===== config.mk =====
export PLATFORM = sky130hd
export DESIGN_NAME = data_mem_arbiter
export DESIGN_NICKNAME = d
export VERILOG_FILES = /design/src/rtl/data_mem_arbiter.sv
export SDC_FILE = /design/constraint.sdc
export NUM_CORES = 1
export LEC_CHECK = 0
export CELL_PAD_IN_SITES_DETAIL_PLACEMENT = 1
export CELL_PAD_IN_SITES_GLOBAL_PLACEMENT = 1
export CORE_AREA = 2 2 209 211
export DETAILED_ROUTE_END_ITERATION = 12
export DIE_AREA = 0 0 211 213
export HOLD_SLACK_MARGIN = 0.02
export PLACE_DENSITY = 0.62
export SKIP_LAST_GASP = 1
export SLEW_MARGIN = 20
export SYNTH_ARGS = -nofsm -noshare
export SYNTH_HDL_FRONTEND = slang
export SYNTH_SLANG_ARGS = --single-unit

===== constraint.sdc =====
create_clock -name clk -period 2.2 [get_ports clk]
set_input_delay 0.33 -clock clk [delete_from_list [all_inputs] [get_ports clk]]
set_output_delay 0.33 -clock clk [all_outputs]
set_load 0.05 [all_outputs]

===== src/rtl/data_mem_arbiter.sv =====
// data_mem_arbiter: shares the single-port data RAM between N_CORES cores.
// Each transaction runs IDLE -> ACCESS -> RESP, so one transaction takes 3 cycles.
// Build option: define ARB_FIXED_PRIO_EN for fixed priority, where the lowest
// index wins. The default build uses round-robin arbitration.
module data_mem_arbiter #(
   parameter int N_CORES   = 4,
   parameter int ADDR_W    = 16,
   parameter int DATA_W    = 64,
   parameter int MEM_DEPTH = 512
) (
   input  logic                        clk,
   input  logic                        rst_n,
   input  logic [N_CORES-1:0]          core_req_i,
   input  logic [N_CORES-1:0]          core_wr_i,
   input  logic [N_CORES*ADDR_W-1:0]   core_addr_i,
   input  logic [N_CORES*DATA_W-1:0]   core_wdata_i,
   output logic [N_CORES-1:0]          core_ack_o,
   output logic [DATA_W-1:0]           core_rdata_o,
   output logic [ADDR_W-1:0]           mem_addr_o,
   output logic [DATA_W-1:0]           mem_wdata_o,
   output logic                        mem_wr_o,
   output logic                        mem_rd_o,
   input  logic [DATA_W-1:0]           mem_rdata_i,
   output logic                        busy_o
);

   localparam int IDX_W = (N_CORES > 1) ? $clog2(N_CORES) : 1;

   localparam logic [1:0] IDLE   = 2'd0;
   localparam logic [1:0] ACCESS = 2'd1;
   localparam logic [1:0] RESP   = 2'd2;

   // One extra bit so that a MEM_DEPTH equal to 2**ADDR_W still compares correctly.
   localparam logic [ADDR_W:0] DEPTH_C = (ADDR_W+1)'(MEM_DEPTH);

   logic [1:0]        state_q,  state_d;
   logic [IDX_W-1:0]  idx_q,    idx_d;
   logic [ADDR_W-1:0] addr_q,   addr_d;
   logic [DATA_W-1:0] wdata_q,  wdata_d;
   logic              wr_q,     wr_d;
   logic [IDX_W-1:0]  rr_ptr_q, rr_ptr_d;
   logic [DATA_W-1:0] rdata_q,  rdata_d;

   logic              win_valid;
   logic [IDX_W-1:0]  win_idx;
   logic [IDX_W-1:0]  cand;
   logic              in_range;

   assign in_range = ({1'b0, addr_q} < DEPTH_C);

   // Pick the winning requester from the live request vector.
   always_comb begin
      win_valid = 1'b0;
      win_idx   = '0;
      cand      = '0;
      // Scan from the last candidate down to the first so that the
      // earliest candidate in the scan order is the one that survives.
      for (int k = N_CORES - 1; k >= 0; k--) begin
`ifdef ARB_FIXED_PRIO_EN
         cand = IDX_W'(k);
`else
         cand = IDX_W'((int'(rr_ptr_q) + k) % N_CORES);
`endif
         if (core_req_i[cand]) begin
            win_valid = 1'b1;
            win_idx   = cand;
         end
      end
   end

   // Next-state logic for the FSM and the latched transaction fields.
   always_comb begin
      state_d  = state_q;
      idx_d    = idx_q;
      addr_d   = addr_q;
      wdata_d  = wdata_q;
      wr_d     = wr_q;
      rr_ptr_d = rr_ptr_q;
      rdata_d  = rdata_q;
      case (state_q)
         IDLE: begin
            if (win_valid) begin
               state_d = ACCESS;
               idx_d   = win_idx;
               addr_d  = core_addr_i[win_idx*ADDR_W +: ADDR_W];
               wdata_d = core_wdata_i[win_idx*DATA_W +: DATA_W];
               wr_d    = core_wr_i[win_idx];
            end
         end
         ACCESS: begin
            state_d = RESP;
            // An out-of-range read returns zero. A write leaves the read data untouched.
            if (!wr_q) begin
               rdata_d = in_range ? mem_rdata_i : '0;
            end
         end
         RESP: begin
            state_d = IDLE;
            // In fixed-priority mode the pointer stays at zero.
`ifndef ARB_FIXED_PRIO_EN
            rr_ptr_d = (idx_q == IDX_W'(N_CORES - 1)) ? '0 : idx_q + 1'b1;
`endif
         end
         default: state_d = IDLE;
      endcase
   end

   // State registers. Reset drops any transaction that is in flight.
   always_ff @(posedge clk or negedge rst_n) begin
      if (!rst_n) begin
         state_q  <= IDLE;
         idx_q    <= '0;
         addr_q   <= '0;
         wdata_q  <= '0;
         wr_q     <= 1'b0;
         rr_ptr_q <= '0;
         rdata_q  <= '0;
      end else begin
         state_q  <= state_d;
         idx_q    <= idx_d;
         addr_q   <= addr_d;
         wdata_q  <= wdata_d;
         wr_q     <= wr_d;
         rr_ptr_q <= rr_ptr_d;
         rdata_q  <= rdata_d;
      end
   end

   // Drive the RAM pins only during ACCESS. Out-of-range accesses never strobe the RAM.
   assign mem_addr_o   = (state_q == ACCESS) ? addr_q : '0;
   assign mem_wdata_o  = (state_q == ACCESS && wr_q) ? wdata_q : '0;
   assign mem_wr_o     = (state_q == ACCESS) &&  wr_q && in_range;
   assign mem_rd_o     = (state_q == ACCESS) && !wr_q && in_range;
   assign busy_o       = (state_q != IDLE);
   assign core_rdata_o = rdata_q;

   // Drive a one-hot acknowledge to the winning core during RESP.
   generate
      for (genvar gi = 0; gi < N_CORES; gi++) begin : g_ack
         assign core_ack_o[gi] = (state_q == RESP) && (idx_q == IDX_W'(gi));
      end
   endgenerate

endmodule


==> metrics.txt <==
endpoint class of the critical path primary output; Worst path slowest cell dfrtp_1; reg-to-reg slack, setup between 0.15 and 0.2 ns; Least-Margin Pin Slew ~0.71 ns; max_cap viols 0; Reg clk slew, reported paths 0.07 ns; FF-to-FF path depth 6; number of global-route vias before repair 9,364; Longest Clk Path Bufs 2; clk_lat worst skew around 0.44 ns; Max-slew headroom 0.529; placed wire-length estimate just over 30,000 um; cell row count 76; final setup vio count 0; Layout Nets 1,673; CP top delay family buffers and inverters; CP required between 1.5 and 2 ns; min Tclk post-route about 2.1 ns; initial core utilization 0.192; largest net degree at the start of global routing 82; Arr. time, crit path 1.77 ns; LEAKAGE between 7 and 8 nW; area growth from synthesis to layout 94.4%; CP peak stage delay 0.41 ns; die height about 210 um; global-route wire length before repair ~60,000 um; Core Util, Final 0.374; kind of critical path reg2out; Final Hold Viols 0; library cells used by synthesis 31; pwr dens 1150 nW/um^2; vias per std cell 4.59; synthesis-stage register bit count about 150; Die Width 211 um; via count between 8,000 and 9,000; predominant post-synthesis flop cell dfrtp_1; syn_nets roughly 1,100; outcome finished clean; Port Buffers between 500 and 600; TritonCTS Sinks around 150; total CTS buffers 17; H-Tree Level Count 4; Root Buffer clkbuf_16; post-route ant nets 0; startpoint types flop; Post-synth EDFFs 0; Buf+Inv Stages, Crit Path 3; period utilization 0.953; CP Launch Point state_q[1]; R2R Path Start rr_ptr_q[1]; hold crit path type in2async; fraction of registers with async set/reset 1.00; final hold slack between 0.3 and 0.4 ns; fraction of layout cells with a size suffix above 1 0.142; Synthesis Warnings 0; f_max ~480 MHz; worst-path maximum fanout around 40; initial antenna violation count 3; WL final roughly 42,000 um; Peak supply drop between 500 and 600 uV; wire per inst 22.7 um; Crit. path cell count 5; GR Overflow Total 0; Mapped Avg Cell Area between 10 and 15 sq um; core area roughly 43,000 sq um; fin. max-slew vios 0; synthesized area between 8000 and 9000 sq um; Die ar. 44,900 sq um; CP endpoint mem_wdata_o[21]; gp weighted congestion roughly 0.80; register area share after synthesis 0.461; Initial DRT Pass Iterations 6; cell count after synthesis between 700 and 800; endpoint of the worst register-to-register path wdata_q[58]; io pins 545; # DRC 0; DR iter-0 viols around 370; clk_skew between 0.01 and 0.015 ns; CP Cell Sequence nor2b_4, buf_12, buf_16, and3_1, buf_12; CTS tree yes; Total GRT Usage 0.181; CP dominant cell by count buf_12
worst min path at each step:
stage / startpoint / endpoint
after floorplan: rst_n / addr_q[0]
after global placement: rst_n / wdata_q[25]
after detailed placement: rst_n / wdata_q[25]
after CTS: rst_n / wdata_q[17]
after global routing: rst_n / wdata_q[35]
final: rst_n / wdata_q[35]
synth_stat cells, types with 5 or more instances:
library cell    n  share of area
and2_1         20          0.015
clkbuf_4        6         0.0055
and3_1         64          0.049
o221ai_1       81          0.086
buf_12          8          0.020
buf_2           7         0.0043
nor2_1          5         0.0023
clkbuf_1       45          0.021
nand2_1        85          0.039
dfrtp_1       151           0.46
a22o_1         64          0.068
mux2i_1       163           0.20
sequential cells by signal, summed over array words and instances, names as in the netlist:
register / count
wr_q: 1
state_q: 2
addr_q: 16
rr_ptr_q: 2
wdata_q: 64
core_rdata_o: 64
idx_q: 2
cell families after synthesis:
logic type,after synthesis,synth area share
multiplexers,165,0.202
AND/OR/NAND/NOR,185,0.114
AO/OA/AOI/OAI,152,0.161
flip-flops,151,0.461
adder cells (fa/ha/maj),4,0.00610
buffers and inverters,77,0.0567
through the flow:
stage	worst slack [ns]	power [W]	area, sq um	instances	TNS [ns]
after floorplan	0.330	0.0105	8200	734	0
after global placement	-0.159	0.0151	15300	1796	-3.20
after detailed placement	-0.184	0.0153	15300	1796	-5.39
after CTS	-0.0269	0.0185	15900	1832	-0.0672
after global routing	-0.00784	0.0194	15900	1835	-0.0181
final	0.104	0.0183	15900	1835	0
report_power, final:
group,internal (W),switching (W)
Combinational,0.00483,0.00613
Clock,0.00160,0.00132
Sequential,0.00382,0.000594
cells in the final DEF (no fill, tap or decap), types with 18 or more instances in the layout:
master / instances
and3_1: 64
clkbuf_16: 18
dfrtp_1: 150
buf_4: 37
and2_1: 20
o221ai_1: 81
mux2i_1: 163
a22o_1: 64
nand2_1: 83
buf_12: 100
clkdlybuf4s50_1: 454
worst register-to-register path: stages, from the launching register on:
cell and delay [ns]:
dfrtp_1 0.45, mux2i_1 0.19, a211oi_4 0.32, buf_4 0.22, buf_4 0.24, mux2i_1 0.33
o221ai_1 0.15
layer usage:
metal,GRT usage,wire length [um],up-vias
met1,0.201,16400,4167
li1,-,-,3859
met4,0.0500,716,0
met3,0.0682,3650,38
met2,0.322,20900,360
met5,0,0,-
area by class of cell:
| class | instances | area, sq um |
|---|---|---|
| inverters | 3 | 11.3 |
| fillers | 4643 | 26700 |
| flip-flops and latches | 151 | 3780 |
| repair buffers | 595 | 6900 |
| well taps | 546 | 683 |
| diodes | 1 | 2.50 |
| clock inverters | 12 | 118 |
| multi-input cells | 507 | 4010 |
| clock buffers | 20 | 447 |
timing repair:
action                                 in CTS  in global routing
gates resized for setup                     1                  1
setup endpoints to repair                  85                 61
endpoints found under the hold margin      20                  0
pin swaps                                   1                  0
cloned                                      2                  1
setup buffers                               1                  1
hold buffers                                1                  0
Power figures use the tool's default switching activity.
